===== config.mk =====
export PLATFORM = sky130hd
export DESIGN_NAME = vga_sync_param
export DESIGN_NICKNAME = d
export VERILOG_FILES = /design/src/rtl/vga_sync_param.sv
export SDC_FILE = /design/constraint.sdc
export NUM_CORES = 1
export LEC_CHECK = 0
export ABC_AREA = 1
export CAP_MARGIN = 20
export CELL_PAD_IN_SITES_DETAIL_PLACEMENT = 0
export CELL_PAD_IN_SITES_GLOBAL_PLACEMENT = 1
export CORE_MARGIN = 5
export CORE_UTILIZATION = 35
export DETAILED_ROUTE_END_ITERATION = 10
export MAX_ROUTING_LAYER = met4
export PLACE_DENSITY = 0.85
export SKIP_CTS_REPAIR_TIMING = 1
export SYNTH_ARGS = -nofsm -noshare
export SYNTH_HDL_FRONTEND = slang
export SYNTH_SLANG_ARGS = --single-unit
export TNS_END_PERCENT = 10

===== constraint.sdc =====
create_clock -name clk -period 1.5 [get_ports clk]
set_input_delay 0.3 -clock clk [delete_from_list [all_inputs] [get_ports clk]]
set_output_delay 0.3 -clock clk [all_outputs]
set_load 0.01 [all_outputs]

===== src/rtl/vga_sync_param.sv =====
// vga_sync_param: parametrised VGA timing generator and pixel-stream sink with start-of-frame realignment
module vga_sync_param #(
  parameter int   CD     = 12,
  parameter int   HD     = 640,
  parameter int   HF     = 16,
  parameter int   HB     = 48,
  parameter int   HR     = 96,
  parameter int   VD     = 480,
  parameter int   VF     = 10,
  parameter int   VB     = 33,
  parameter int   VR     = 2,
  parameter logic HS_POL = 1'b0,
  parameter logic VS_POL = 1'b0
) (
  input  logic          clk,
  input  logic          reset_n,
  input  logic [CD:0]   si_data,
  input  logic          si_valid,
  output logic          si_ready,
  output logic          hsync,
  output logic          vsync,
  output logic [CD-1:0] rgb,
  output logic          de,
  output logic          sof,
  output logic          err
);
  localparam int HT = HD + HF + HB + HR;
  localparam int VT = VD + VF + VB + VR;
  localparam int XW = $clog2(HT);
  localparam int YW = $clog2(VT);
  typedef enum logic {SYNC, DISP} state_t;
  state_t state_q, state_d;
  logic [XW-1:0] x_q, x_d;
  logic [YW-1:0] y_q, y_d;
  logic hsync_q, hsync_d, vsync_q, vsync_d, de_q, de_d, sof_q, sof_d, err_q, err_d;
  logic [CD-1:0] rgb_q, rgb_d;
  logic x_end, y_end, scan_end, video_on, origin, start, in_disp;
  logic misaligned, underflow, pixel_ok, last_px;
  assign x_end      = x_q == XW'(HT - 1);
  assign y_end      = y_q == YW'(VT - 1);
  assign scan_end   = x_end && y_end;
  assign video_on   = (x_q < XW'(HD)) && (y_q < YW'(VD));
  assign origin     = (x_q == '0) && (y_q == '0);
  assign start      = si_data[0];
  assign in_disp    = state_q == DISP;
  assign misaligned = in_disp && video_on && si_valid && start && !origin;
  assign underflow  = in_disp && video_on && !si_valid;
  assign pixel_ok   = in_disp && video_on && si_valid && !misaligned;
  assign last_px    = pixel_ok && (x_q == XW'(HD - 1)) && (y_q == YW'(VD - 1));
  always_ff @(posedge clk or negedge reset_n) begin
    if (!reset_n) begin
      state_q <= SYNC;
      x_q     <= '0;
      y_q     <= '0;
      hsync_q <= ~HS_POL;
      vsync_q <= ~VS_POL;
      rgb_q   <= '0;
      de_q    <= 1'b0;
      sof_q   <= 1'b0;
      err_q   <= 1'b0;
    end else begin
      state_q <= state_d;
      x_q     <= x_d;
      y_q     <= y_d;
      hsync_q <= hsync_d;
      vsync_q <= vsync_d;
      rgb_q   <= rgb_d;
      de_q    <= de_d;
      sof_q   <= sof_d;
      err_q   <= err_d;
    end
  end
  always_comb begin
    x_d     = x_end ? '0 : x_q + XW'(1);
    y_d     = x_end ? (y_end ? '0 : y_q + YW'(1)) : y_q;
    state_d = in_disp ? ((misaligned || underflow || last_px) ? SYNC : DISP)
                      : ((scan_end && si_valid && start) ? DISP : SYNC);
  end
  // a start beat is held back (never flushed) so it can realign the next frame
  always_comb begin
    si_ready = in_disp ? (video_on && !(start && !origin)) : !start;
    hsync_d  = (x_q >= XW'(HD + HF) && x_q <= XW'(HD + HF + HR - 1)) ? HS_POL : ~HS_POL;
    vsync_d  = (y_q >= YW'(VD + VF) && y_q <= YW'(VD + VF + VR - 1)) ? VS_POL : ~VS_POL;
    rgb_d    = pixel_ok ? si_data[CD:1] : '0;
    de_d     = pixel_ok;
    sof_d    = pixel_ok && origin && start;
    err_d    = misaligned || underflow;
  end
  assign hsync = hsync_q;
  assign vsync = vsync_q;
  assign rgb   = rgb_q;
  assign de    = de_q;
  assign sof   = sof_q;
  assign err   = err_q;
endmodule


==> results.py <==
metrics = {
    "die": {
        "fp.dieH_um": 84.56,
        "placementRows": 27,
        "dieArea_sq_um": 7150,
        "die_w_um": 84.56,
        "io_pins": 34,
        "start_util_pct": 35.77,
        "core_area_sq_um": 5439,
    },
    "clocking": {
        "cts.sinks": 38,
        "cts_buffers": 5,
        "cts_tree": "done",
        "path_clk_slew_ps": 80,
        "clockRootBuffer": "clkbuf_8",
        "insertion_delay_ps": 290,
        "cts_buffer_depth": 2,
        "htreeDepth": 2,
    },
    "logic_synthesis": {
        "synth_ff_type": "dfrtp_1",
        "syn-num-nets": 247,
        "synthCells": 227,
        "synth_edf_count": 0,
        "synth-async-reset-ratio_pct": 100.0,
        "synth_area_sq_um": 1946,
        "yosysWarnings": 0,
        "yosysUniqueCellTypes": 29,
        "synth_common_cells": "40 x inv_1, 36 x dfrtp_1, 32 x nand2_1, 28 x nor2_1, 16 x nand3_1",
        "synth.largest_area_cell": "dfrtp_1",
        "synth.most_common_cell": "inv_1",
        "synth_seq_cells": 38,
        "avgSynthCellArea_sq_um": 8.571,
        "synth_area_leaders": "dfrtp_1 46%, inv_1 7.7%, nand2_1 6.2%, nor2_1 5.4%, nand3_1 4.1%",
        "ys_seq_area_share_pct": 49.00,
        "synth_top_cell_area_share_pct": 46.30,
    },
    "pwr": {
        "power_density_nw_per_um2": 636.6,
        "switching_power_mw": 0.4211,
        "p_int_mw": 1.450,
        "finalPower_mw": 1.871,
        "pwr-share-comb_pct": 4.9,
        "pwr-share-seq_pct": 54.7,
        "p_sw_share_pct": 22.50,
        "clockPowerShare_pct": 40.4,
        "ir_worst_vdd_uv": 502.3,
        "cellLeakagePower_nw": 1.564,
    },
    "run_status": {
        "status": "finished with violations",
        "violations": "setup timing",
    },
    "worst_setup_path": {
        "worstPathMaxFanout": 2,
        "critical_path_class": "reg2out",
        "crit_arrival_ps": 1560,
        "cp_common_cell": "nand2_2",
        "crit_path_top_delay_cell": "dfrtp_1",
        "required_ps": 1200,
        "crit_chain": "inv_2 > ha_4 > inv_4 > nor3_4 > nand3_2 > nand2_2 > nand2_2 > o21ai_2 > buf_2",
        "start_kind": "flip-flop",
        "r2r-start": "x_q[1]$_DFF_PN0_",
        "cp-end-kind": "output port",
        "cpPeakStageDelay_ps": 390,
        "worstSetupStartpoint": "y_q[0]$_DFFE_PN0N_",
    },
    "grt": {
        "antenna_found_initial": 0,
        "grt_max_degree": 24,
        "grt_overflow_total": 0,
        "grt_usage_pct": 13.93,
        "grt_pass1_wl_um": 7797,
        "grt_pass1_vias": 1742,
    },
    "hold_path": {
        "hp-class": "in2async",
    },
    "sta": {
        "rsz0062_at_grt": "true",
        "slew_headroom_pct": 73.82,
        "setup_viol": 10,
        "max_slew.worst_pin.slew_ps": 392.7,
        "hold_viol_final": 0,
        "finalClockSkew_ps": 4.154,
        "timing.final.crit_share_pct": 123.8,
        "fmax_mhz": 538.5,
        "worst_slack_ps": -357.2,
        "period_needed_ps": 1857,
        "drv_slew": 0,
    },
    "cells_and_area": {
        "area_growth_syn_to_layout_pct": 51.06,
        "post-route-cell-area_sq_um": 2939,
        "final_util_pct": 54.04,
        "fin_nets": 332,
        "drive_gt1_share_pct": 35.14,
        "n_antenna_cell": 0,
    },
    "place": {
        "post_dp_cell_area_sq_um": 2675,
        "post-place-ws_ps": -433.4,
        "dp_hpwl_um": 3548,
        "port_buffers": 33,
        "gp_congestion": 0.8233,
    },
    "detailed_routing": {
        "vias": 1762,
        "drc_errors": 0,
        "routed_wl_um": 4649,
        "firstDrtPassIters": 4,
        "drt-vias-per-instance": 4.577,
        "drtAntennaViolNets": 0,
        "drtIter0Drc": 158,
        "wire_per_inst_um": 12.08,
    },
    "flow_run": {
        "max_cap_viol_count": 0,
    },
}
## through the flow
step                cells  TNS, ps  hold WS, ps
floorplan             227        0        4.409
global placement      372   -488.3        239.5
detailed placement    372   -695.6        245.4
CTS                   380    -1757       -77.24
global route          385    -3484        522.7
finish                385   -770.6        472.6
## registers in the layout (all words and copies together) (netlist names)
name / count
x_q: 10
sof: 1
in_disp: 1
y_q: 10
hsync: 1
vsync: 1
rgb: 12
de: 1
err: 1
## power by group through the flow
stage	Clock (mW)	Combinational, mW	Sequential (mW)
after global placement	0	0.0875	1.04
after global routing	0.833	0.102	1.02
after detailed placement	0	0.0891	1.04
final	0.757	0.0908	1.02
after CTS	0.792	0.0892	1.02
after floorplan	0	0.0139	1.04
## placed cells by master, fill, tap and decap left out, types with 5 or more instances in the layout
cell type,n
buf_4,42
dfrtp_1,36
inv_1,35
nand2_1,29
nor2_1,23
clkdlybuf4s50_1,20
nor2_2,17
nand3_1,15
dlymetal6s2s_1,11
inv_2,8
nand4_1,7
nand2_2,6
nor2_4,6
clkbuf_8,6
a21oi_1,5
## path summary, 6_finish.rpt
| check | to | slack [ps] | cells after the start |
|---|---|---|---|
| min in group clk | rgb[8]$_DFF_PN0_ | 520 | 3 |
| max | si_ready | -360 | 9 |
| min | rgb[1]$_DFF_PN0_ | 470 | 2 |
| max reg2reg | x_q[8]$_DFF_PN0_ | -60 | 9 |
| max in group asynchronous | hsync$_DFF_PN1_ | 500 | 3 |
| min reg2reg | x_q[0]$_DFF_PN0_ | 540 | 2 |
## routing by layer
metal	up-vias	share of wire [%]	global-route usage, %
met4	0	1.3	4.604
met2	54	48	21.85
met5	-	0	-
li1	883	-	-
met1	819	44	17.72
met3	6	6.6	3.238
## cells by family after synthesis
kind of cell,synth area share (%)
fa+ha+maj,2.572
buf+inv,9.646
flops,49.00
simple gates,31.06
xor+xnor,2.251
compound gates,5.466
## worst max-delay path: cells and delay by family, from the launching register on
| kind | cells | cell delay (ps) |
|---|---|---|
| DFF | 1 | 390 |
| and+or+nand+nor | 4 | 390 |
| AOI/OAI and AO/OA | 1 | 40 |
| adders and majority gates | 1 | 160 |
| buffers and inverters | 3 | 270 |
## cell type report
cell class | count | area, sq um
clock buffer | 6 | 82.58
clock inverter | 2 | 16.27
fill | 480 | 2500
inverter | 44 | 167.7
multi-input combinational | 144 | 913.4
sequential | 38 | 953.4
tap | 72 | 90.09
timing repair buffer | 79 | 715.7
Note: power is estimated with default switching activity, not from simulation.
